===== config.mk =====
export PLATFORM = sky130hd
export DESIGN_NAME = sha256_iter_core
export DESIGN_NICKNAME = d
export VERILOG_FILES = /design/src/rtl/sha256_pkg.sv /design/src/rtl/sha256_round_comb.sv /design/src/rtl/sha256_iter_core.sv
export SDC_FILE = /design/constraint.sdc
export NUM_CORES = 2
export LEC_CHECK = 0
export ABC_AREA = 1
export CAP_MARGIN = 40
export CORE_MARGIN = 3
export CORE_UTILIZATION = 65
export DETAILED_ROUTE_END_ITERATION = 16
export DONT_BUFFER_PORTS = 1
export GPL_TIMING_DRIVEN = 1
export PLACE_DENSITY = 0.81
export SLEW_MARGIN = 20
export SYNTH_ARGS = -nofsm -noshare
export SYNTH_HDL_FRONTEND = slang
export SYNTH_SLANG_ARGS = --single-unit

===== constraint.sdc =====
create_clock -name clk -period 7.8 [get_ports clk]
set_clock_uncertainty 0.15 [all_clocks]
set_input_delay 0.39 -clock clk [delete_from_list [all_inputs] [get_ports clk]]
set_output_delay 0.39 -clock clk [all_outputs]
set_load 0.01 [all_outputs]

===== src/rtl/sha256_pkg.sv =====
// sha256_pkg: shared constants, types and helper functions for the iterative
// SHA-256/SHA-224 compression engine.
//   - K: the 64 round constants, K[0] first
//   - IV256 / IV224: initial hash values, H0 first
//   - ch, maj, bsig0, bsig1, ssig0, ssig1: the SHA-2 logical functions
//   - WorkVars: the eight working variables a..h (a in the top bits)
//   - core_state_e: engine FSM states
package sha256_pkg;

  localparam logic [0:63][31:0] K = {
    32'h428a2f98, 32'h71374491, 32'hb5c0fbcf, 32'he9b5dba5,
    32'h3956c25b, 32'h59f111f1, 32'h923f82a4, 32'hab1c5ed5,
    32'hd807aa98, 32'h12835b01, 32'h243185be, 32'h550c7dc3,
    32'h72be5d74, 32'h80deb1fe, 32'h9bdc06a7, 32'hc19bf174,
    32'he49b69c1, 32'hefbe4786, 32'h0fc19dc6, 32'h240ca1cc,
    32'h2de92c6f, 32'h4a7484aa, 32'h5cb0a9dc, 32'h76f988da,
    32'h983e5152, 32'ha831c66d, 32'hb00327c8, 32'hbf597fc7,
    32'hc6e00bf3, 32'hd5a79147, 32'h06ca6351, 32'h14292967,
    32'h27b70a85, 32'h2e1b2138, 32'h4d2c6dfc, 32'h53380d13,
    32'h650a7354, 32'h766a0abb, 32'h81c2c92e, 32'h92722c85,
    32'ha2bfe8a1, 32'ha81a664b, 32'hc24b8b70, 32'hc76c51a3,
    32'hd192e819, 32'hd6990624, 32'hf40e3585, 32'h106aa070,
    32'h19a4c116, 32'h1e376c08, 32'h2748774c, 32'h34b0bcb5,
    32'h391c0cb3, 32'h4ed8aa4a, 32'h5b9cca4f, 32'h682e6ff3,
    32'h748f82ee, 32'h78a5636f, 32'h84c87814, 32'h8cc70208,
    32'h90befffa, 32'ha4506ceb, 32'hbef9a3f7, 32'hc67178f2
  };

  localparam logic [0:7][31:0] IV256 = {
    32'h6a09e667, 32'hbb67ae85, 32'h3c6ef372, 32'ha54ff53a,
    32'h510e527f, 32'h9b05688c, 32'h1f83d9ab, 32'h5be0cd19
  };

  localparam logic [0:7][31:0] IV224 = {
    32'hc1059ed8, 32'h367cd507, 32'h3070dd17, 32'hf70e5939,
    32'hffc00b31, 32'h68581511, 32'h64f98fa7, 32'hbefa4fa4
  };

  typedef struct packed {
    logic [31:0] a;
    logic [31:0] b;
    logic [31:0] c;
    logic [31:0] d;
    logic [31:0] e;
    logic [31:0] f;
    logic [31:0] g;
    logic [31:0] h;
  } WorkVars;

  typedef enum logic [1:0] {
    ST_IDLE  = 2'd0,
    ST_ROUND = 2'd1,
    ST_FINAL = 2'd2,
    ST_OUT   = 2'd3
  } core_state_e;

  function automatic logic [31:0] rotr(input logic [31:0] x, input int n);
    return (x >> n) | (x << (32 - n));
  endfunction

  function automatic logic [31:0] ch(input logic [31:0] x, input logic [31:0] y,
                                     input logic [31:0] z);
    return (x & y) ^ (~x & z);
  endfunction

  function automatic logic [31:0] maj(input logic [31:0] x, input logic [31:0] y,
                                      input logic [31:0] z);
    return (x & y) ^ (x & z) ^ (y & z);
  endfunction

  function automatic logic [31:0] bsig0(input logic [31:0] x);
    return rotr(x, 2) ^ rotr(x, 13) ^ rotr(x, 22);
  endfunction

  function automatic logic [31:0] bsig1(input logic [31:0] x);
    return rotr(x, 6) ^ rotr(x, 11) ^ rotr(x, 25);
  endfunction

  function automatic logic [31:0] ssig0(input logic [31:0] x);
    return rotr(x, 7) ^ rotr(x, 18) ^ (x >> 3);
  endfunction

  function automatic logic [31:0] ssig1(input logic [31:0] x);
    return rotr(x, 17) ^ rotr(x, 19) ^ (x >> 10);
  endfunction

endpackage


===== src/rtl/sha256_round_comb.sv =====
// sha256_round_comb: one purely combinational SHA-256 round.
//   vars_in   in   WorkVars   working variables before the round
//   k_in      in   32         round constant K_t
//   w_in      in   32         schedule word W_t
//   vars_out  out  WorkVars   working variables after the round
module sha256_round_comb
  import sha256_pkg::*;
(
  input  WorkVars     vars_in,
  input  logic [31:0] k_in,
  input  logic [31:0] w_in,
  output WorkVars     vars_out
);

  logic [31:0] t1;
  logic [31:0] t2;

  always_comb begin
    t1 = vars_in.h + bsig1(vars_in.e) + ch(vars_in.e, vars_in.f, vars_in.g) + k_in + w_in;
    t2 = bsig0(vars_in.a) + maj(vars_in.a, vars_in.b, vars_in.c);
    vars_out.a = t1 + t2;
    vars_out.b = vars_in.a;
    vars_out.c = vars_in.b;
    vars_out.d = vars_in.c;
    vars_out.e = vars_in.d + t1;
    vars_out.f = vars_in.e;
    vars_out.g = vars_in.f;
    vars_out.h = vars_in.g;
  end

endmodule


===== src/rtl/sha256_iter_core.sv =====
// sha256_iter_core: iterative SHA-256/SHA-224 compression engine.
// Takes pre-padded 512-bit blocks, chains multi-block messages in its own H
// registers and emits the digest after the block flagged last. RPC rounds are
// applied per clock by a chain of sha256_round_comb instances; the message
// schedule is produced on the fly in a 16-word sliding window.
//   clk, rst              clock, synchronous active-high reset
//   blk_vld/blk_rdy       block handshake; blk_rdy only high in IDLE
//   blk_data              16 x 32-bit words, [0] is the first big-endian word
//   blk_first/blk_last    message boundaries
//   mode                  0 = SHA-256, 1 = SHA-224 (only with SHA224_EN=1)
//   digest_vld/digest_rdy digest handshake
//   digest                {H0..H7}, or {H0..H6,32'h0} for SHA-224
//   busy                  high whenever the engine is not IDLE
module sha256_iter_core
  import sha256_pkg::*;
#(
  parameter int RPC       = 1,
  parameter bit SHA224_EN = 1'b0
) (
  input  logic              clk,
  input  logic              rst,
  input  logic              blk_vld,
  output logic              blk_rdy,
  input  logic [15:0][31:0] blk_data,
  input  logic              blk_first,
  input  logic              blk_last,
  input  logic              mode,
  output logic              digest_vld,
  input  logic              digest_rdy,
  output logic [255:0]      digest,
  output logic              busy
);

  generate
    if (!(RPC == 1 || RPC == 2 || RPC == 4 || RPC == 8)) begin : g_bad_rpc
      $error("sha256_iter_core: RPC must be 1, 2, 4 or 8");
    end
  endgenerate

  core_state_e      state_reg;
  logic [6:0]       t_reg;
  logic [15:0][31:0] w_reg;
  logic [0:7][31:0] h_reg;
  WorkVars          vars_reg;
  logic             mode_reg;
  logic             last_reg;
  logic             chain_active_reg;
  logic             blk_rdy_reg;
  logic             busy_reg;
  logic             digest_vld_reg;
  logic [255:0]     digest_reg;

  logic             mode_eff;
  logic [0:7][31:0] iv_sel;
  logic [0:7][31:0] vars_arr;
  logic [0:7][31:0] h_next;
  logic [255:0]     digest_next;
  logic [31:0]      ext [0:15+RPC];
  logic [15:0][31:0] w_next;
  logic [31:0]      k_word [0:RPC-1];
  WorkVars          round_vars [0:RPC];

  // With SHA-224 support compiled out the mode pin has no effect at all.
  assign mode_eff = SHA224_EN ? mode : 1'b0;
  assign iv_sel   = mode_eff ? IV224 : IV256;
  assign vars_arr = vars_reg;

  // Extended schedule view: ext[0..15] is the live window (ext[0] = W_t),
  // ext[16..15+RPC] are the next RPC words. Words beyond the first two new
  // ones depend on new words computed in the same cycle.
  genvar gi;
  generate
    for (gi = 0; gi < 16; gi++) begin : g_win
      assign ext[gi]    = w_reg[gi];
      assign w_next[gi] = ext[gi+RPC];
    end
    for (gi = 0; gi < RPC; gi++) begin : g_sched
      assign ext[16+gi] = ssig1(ext[14+gi]) + ext[9+gi] + ssig0(ext[1+gi]) + ext[gi];
    end
  endgenerate

  // Round chain: RPC rounds t..t+RPC-1 per clock.
  assign round_vars[0] = vars_reg;
  generate
    for (gi = 0; gi < RPC; gi++) begin : g_round
      assign k_word[gi] = K[t_reg[5:0] + 6'(gi)];
      sha256_round_comb u_round (
        .vars_in  (round_vars[gi]),
        .k_in     (k_word[gi]),
        .w_in     (w_reg[gi]),
        .vars_out (round_vars[gi+1])
      );
    end
    for (gi = 0; gi < 8; gi++) begin : g_hsum
      assign h_next[gi] = h_reg[gi] + vars_arr[gi];
    end
  endgenerate

  assign digest_next = mode_reg ? {h_reg[0:6], 32'h0} : h_reg;

  always_ff @(posedge clk) begin
    if (rst) begin
      state_reg        <= ST_IDLE;
      t_reg            <= 7'd0;
      w_reg            <= '0;
      h_reg            <= '0;
      vars_reg         <= '0;
      mode_reg         <= 1'b0;
      last_reg         <= 1'b0;
      chain_active_reg <= 1'b0;
      blk_rdy_reg      <= 1'b1;
      busy_reg         <= 1'b0;
      digest_vld_reg   <= 1'b0;
      digest_reg       <= '0;
    end else begin
      case (state_reg)
        ST_IDLE: begin
          if (blk_vld && blk_rdy_reg) begin
            w_reg <= blk_data;
            t_reg <= 7'd0;
            // A new message (or a block arriving with no open chain) starts
            // from the IV and discards whatever chain was in progress.
            if (blk_first || !chain_active_reg) begin
              h_reg    <= iv_sel;
              vars_reg <= WorkVars'(iv_sel);
              mode_reg <= mode_eff;
            end else begin
              vars_reg <= WorkVars'(h_reg);
            end
            last_reg         <= blk_last;
            chain_active_reg <= 1'b1;
            blk_rdy_reg      <= 1'b0;
            busy_reg         <= 1'b1;
            state_reg        <= ST_ROUND;
          end
        end
        ST_ROUND: begin
          vars_reg <= round_vars[RPC];
          w_reg    <= w_next;
          t_reg    <= t_reg + 7'(RPC);
          if (t_reg + 7'(RPC) == 7'd64) begin
            state_reg <= ST_FINAL;
          end
        end
        ST_FINAL: begin
          h_reg <= h_next;
          if (last_reg) begin
            state_reg <= ST_OUT;
          end else begin
            blk_rdy_reg <= 1'b1;
            busy_reg    <= 1'b0;
            state_reg   <= ST_IDLE;
          end
        end
        ST_OUT: begin
          // First OUT cycle captures the freshly committed H into the digest
          // register; it then holds until the sink takes it.
          if (!digest_vld_reg) begin
            digest_reg     <= digest_next;
            digest_vld_reg <= 1'b1;
          end else if (digest_rdy) begin
            digest_vld_reg   <= 1'b0;
            chain_active_reg <= 1'b0;
            blk_rdy_reg      <= 1'b1;
            busy_reg         <= 1'b0;
            state_reg        <= ST_IDLE;
          end
        end
        default: begin
          state_reg <= ST_IDLE;
        end
      endcase
    end
  end

  assign blk_rdy    = blk_rdy_reg;
  assign busy       = busy_reg;
  assign digest_vld = digest_vld_reg;
  assign digest     = digest_reg;

endmodule


==> results.json, run 1 <==
{
  "synth_ff_type": "dfxtp_1",
  "dp_hpwl_mm": 260,
  "synth_cell_types": 66,
  "io_buffers": 0,
  "synth_area_mm2": 0.0857,
  "synth_area_leader_cell": "dfxtp_1",
  "yosysWarnings": 0,
  "avgSynthCellArea_um2": 6.76,
  "synth_cells": 12700,
  "die_h_um": 369,
  "synthMostInstantiatedCell": "nand2_1",
  "cts_buffer_depth": 3,
  "error_line": "[ERROR GRT-0232] Routing congestion too high. Check the congestion heatmap in the GUI.",
  "cts_num_sinks": 1294,
  "grt_max_degree": 438,
  "cts_max_level": 4,
  "ys_ff_latch": 1294,
  "place.gp.congestion": 1.09,
  "place_ws_ps": 649,
  "outcome": "stopped before the end",
  "async_flop_share_pct": 0,
  "cts-root-buf": "clkbuf_16",
  "fp.dieW_um": 369,
  "rows": 132,
  "synth_fp_nets": 13800,
  "synth.area.top_cells": "dfxtp_1 (30%), nand2_1 (13%), o21ai_0 (8.2%), a21oi_1 (7.2%), ha_1 (5.8%)",
  "synth-edff-count": 0,
  "cts_resized": 0,
  "synth_top_area_share_pct": 30.2,
  "gr-total-overflow": 19,
  "synthTopCellsByCount": "nand2_1 (2915), o21ai_0 (1400), dfxtp_1 (1294)",
  "pin_count": 778,
  "start_util_pct": 65.8,
  "grt_usage_pct": 67.4,
  "ys_seq_area_share_pct": 30.2,
  "numCtsBuffers": 136,
  "haltStage": "5_1_grt"
}
==> per-stage QoR <==
stage	area [um^2]	cells	hold slack (ps)
4_1_cts	96500	14600	5.38
2_1_floorplan	85700	12700	274
3_5_place_dp	86300	13800	300
3_3_place_gp	86000	13800	287
==> cells by family after synthesis <==
group / share of synthesized area [%]
AOI/OAI and AO/OA: 24.7
xor gates and xnor gates: 4.19
adders and majority gates: 10.6
buffers and inverters: 8.39
DFF: 30.2
muxes: 0.155
and+or+nand+nor: 21.8
==> per-layer routing <==
| layer | GRT usage (%) | GRT overflow |
|---|---|---|
| met1 | 73.7 | 0 |
| met2 | 81.6 | 10 |
| met3 | 50.4 | 1 |
| met4 | 57.1 | 8 |
| met5 | 28.5 | 0 |
==> timing repair <==
item | 4_1_cts
hold buffers | 548
buffers inserted | 0
endpoints found under the hold margin | 951
==> run 2: changes to the inputs <==
--- a/config.mk
+++ b/config.mk
@@ -8,11 +8,11 @@
 export ABC_AREA = 1
 export CAP_MARGIN = 40
 export CORE_MARGIN = 3
-export CORE_UTILIZATION = 65
+export CORE_UTILIZATION = 40
 export DETAILED_ROUTE_END_ITERATION = 16
 export DONT_BUFFER_PORTS = 1
 export GPL_TIMING_DRIVEN = 1
-export PLACE_DENSITY = 0.81
+export PLACE_DENSITY_LB_ADDON = 0.15
 export SLEW_MARGIN = 20
 export SYNTH_ARGS = -nofsm -noshare
 export SYNTH_HDL_FRONTEND = slang
==> run 2 against run 1 <==
Net effect:
- the flow now finishes without violations
- synthesized cell count unchanged
- synthesized area stayed put
==> results.json, run 2 <==
{
  "outcome": "finished, final reports clean",
  "rows": 169,
  "antenna_left": 0,
  "grt_max_degree": 442,
  "numCtsBuffers": 155,
  "fmax_ghz": 0.139,
  "area_growth_pct": 17.0,
  "synthTopCellsByCount": "nand2_1 (2915), o21ai_0 (1400), dfxtp_1 (1294)",
  "cp.buffers_inverters": 7,
  "cts_resized": 0,
  "ys_seq_area_share_pct": 30.2,
  "layout_min_cycle_time_ps": 7190,
  "grt_pass1_vias": 86700,
  "drt_iter0_drc": 9485,
  "critPathMostFrequentCell": "nand2_1",
  "worstPathArrival_ps": 7730,
  "start_kind": "flop",
  "synth_ff_type": "dfxtp_1",
  "clk_latency_ps": 860,
  "hold_start": "rst",
  "gr-total-overflow": 0,
  "synth_adder_area_share_pct": 10.6,
  "place.gp.congestion": 0.994,
  "cts_buffer_depth": 3,
  "path_class": "reg2reg",
  "synth_cells": 12700,
  "cts-root-buf": "clkbuf_16",
  "slew_headroom_pct": 15.7,
  "fp.dieW_um": 469,
  "route.vias.total": 91200,
  "drive_gt1_share_pct": 5.07,
  "crit_path_max_incr_delay_ps": 630,
  "worstMarginPinSlew_ps": 1270,
  "fin_tns_setup_ps": 0,
  "yosys.area_share.xor_xnor_pct": 4.19,
  "place_ws_ps": 659,
  "setup_viol_count_final": 0,
  "yosysWarnings": 0,
  "drt_wl_total_mm": 405,
  "synth.area.top_cells": "dfxtp_1 (30%), nand2_1 (13%), o21ai_0 (8.2%), a21oi_1 (7.2%), ha_1 (5.8%)",
  "drc": 0,
  "final_max_slew_viol_count": 0,
  "ys_ff_latch": 1294,
  "setup_ws_ps": 610,
  "cp_top_family": "compound AO/OA/AOI/OAI gates",
  "muxShareOfSynthArea_pct": 0.155,
  "dp_hpwl_mm": 306,
  "start_util_pct": 40.3,
  "synth_top_area_share_pct": 30.2,
  "worstHoldPathCells": 2,
  "dr.pass1.iters": 6,
  "die_h_um": 469,
  "cts_num_sinks": 1294,
  "io_buffers": 0,
  "grt_usage_pct": 35.4,
  "reg2reg_setup_slack_ps": 610,
  "core_mm2": 0.213,
  "crit_fanout": 7,
  "wire_per_inst_um": 25.4,
  "layout_commonest_cell": "nand2_1",
  "avgSynthCellArea_um2": 6.76,
  "synth_compound_area_share_pct": 24.7,
  "r2r_end": "round_vars[510]",
  "final_util_pct": 47.2,
  "synth_area_mm2": 0.0857,
  "cp_slowest_cell": "o21ai_0",
  "cts_tree": "yes",
  "cts_setup_buffers": 0,
  "via_per_inst": 5.73,
  "ctsHoldBuffers": 593,
  "pin_count": 778,
  "reg2reg_from": "t_reg[1]",
  "synth_cell_types": 66,
  "largest_register_ffs": 512,
  "setup.worst_path.end_class": "flop",
  "hold_path_end": "ext[49]",
  "dieArea_mm2": 0.220,
  "cp.required_ps": 8340,
  "finalCritPeriodShare_pct": 92.2,
  "grt_pass1_wl_mm": 585,
  "final_cell_mix": "nand2_1 (2915), o21ai_0 (1400), dfxtp_1 (1293)",
  "synth_area_leader_cell": "dfxtp_1",
  "async_flop_share_pct": 0,
  "hold_path.class": "in2reg",
  "clk_pin_slew_ps": 60,
  "final_nets": 14100,
  "synth-edff-count": 0,
  "synthMostInstantiatedCell": "nand2_1",
  "synth_simple_gate_area_share_pct": 21.8,
  "rsz0062_at_grt": "no",
  "rr_worst_depth": 34,
  "hold_viol": 0,
  "synth_fp_nets": 13800,
  "synth_top_family_by_area": "compound AO/OA/AOI/OAI gates",
  "antenna_found_initial": 33,
  "cap_violations": 0,
  "cts_max_level": 4
}
## run 2: cell type report
type | instances | area, um^2
Fill cell | 21700 | 112000
Multi-Input combinational cell | 9514 | 52600
Sequential cell | 1294 | 25900
Timing Repair Buffer | 907 | 8720
Clock buffer | 212 | 4390
Inverter | 1076 | 4090
Tap cell | 2821 | 3530
Clock inverter | 67 | 931
Antenna cell | 27 | 67.6
## run 2: worst max path at each step
stage                    start               to  slack [ps]  cells past startpoint
2_1_floorplan  round_vars[364]  round_vars[511]        1570                     35
3_3_place_gp          t_reg[1]  round_vars[510]         630                     34
3_5_place_dp          t_reg[1]  round_vars[510]         660                     34
4_1_cts               t_reg[1]  round_vars[510]         650                     34
5_1_grt               t_reg[1]  round_vars[503]         110                     36
6_report              t_reg[1]  round_vars[510]         610                     34
## run 2: cells by family (layout without fill, tap and decap cells)
logic type	Yosys count	after routing
xor gates and xnor gates	410	410
buffers and inverters	1870	2262
AOI/OAI and AO/OA	3782	3782
adders and majority gates	610	610
and+or+nand+nor	4700	4700
DFF	1294	1294
muxes	12	12
other	0	27
## run 2: per-layer routing
| layer | track usage [%] | routed length [um] |
|---|---|---|
| met2 | 55.7 | 178000 |
| met1 | 47.0 | 172000 |
| met4 | 17.1 | 22700 |
| met3 | 6.15 | 32000 |
| met5 | 0 | 60 |
## run 2: through the flow
stage               std cells  hold WS (ps)  instance area [um^2]
CTS                     15900          6.15                100000
global placement        15000           285                 88600
global route            15900         -8.32                100000
detailed placement      15000           306                 88700
finish                  15900          33.9                100000
floorplan               12700           274                 85700
Power of run 2 is left out: the tool's default activity adds up to more than one toggle a clock period on the data nets, which glitch-free logic cannot reach.
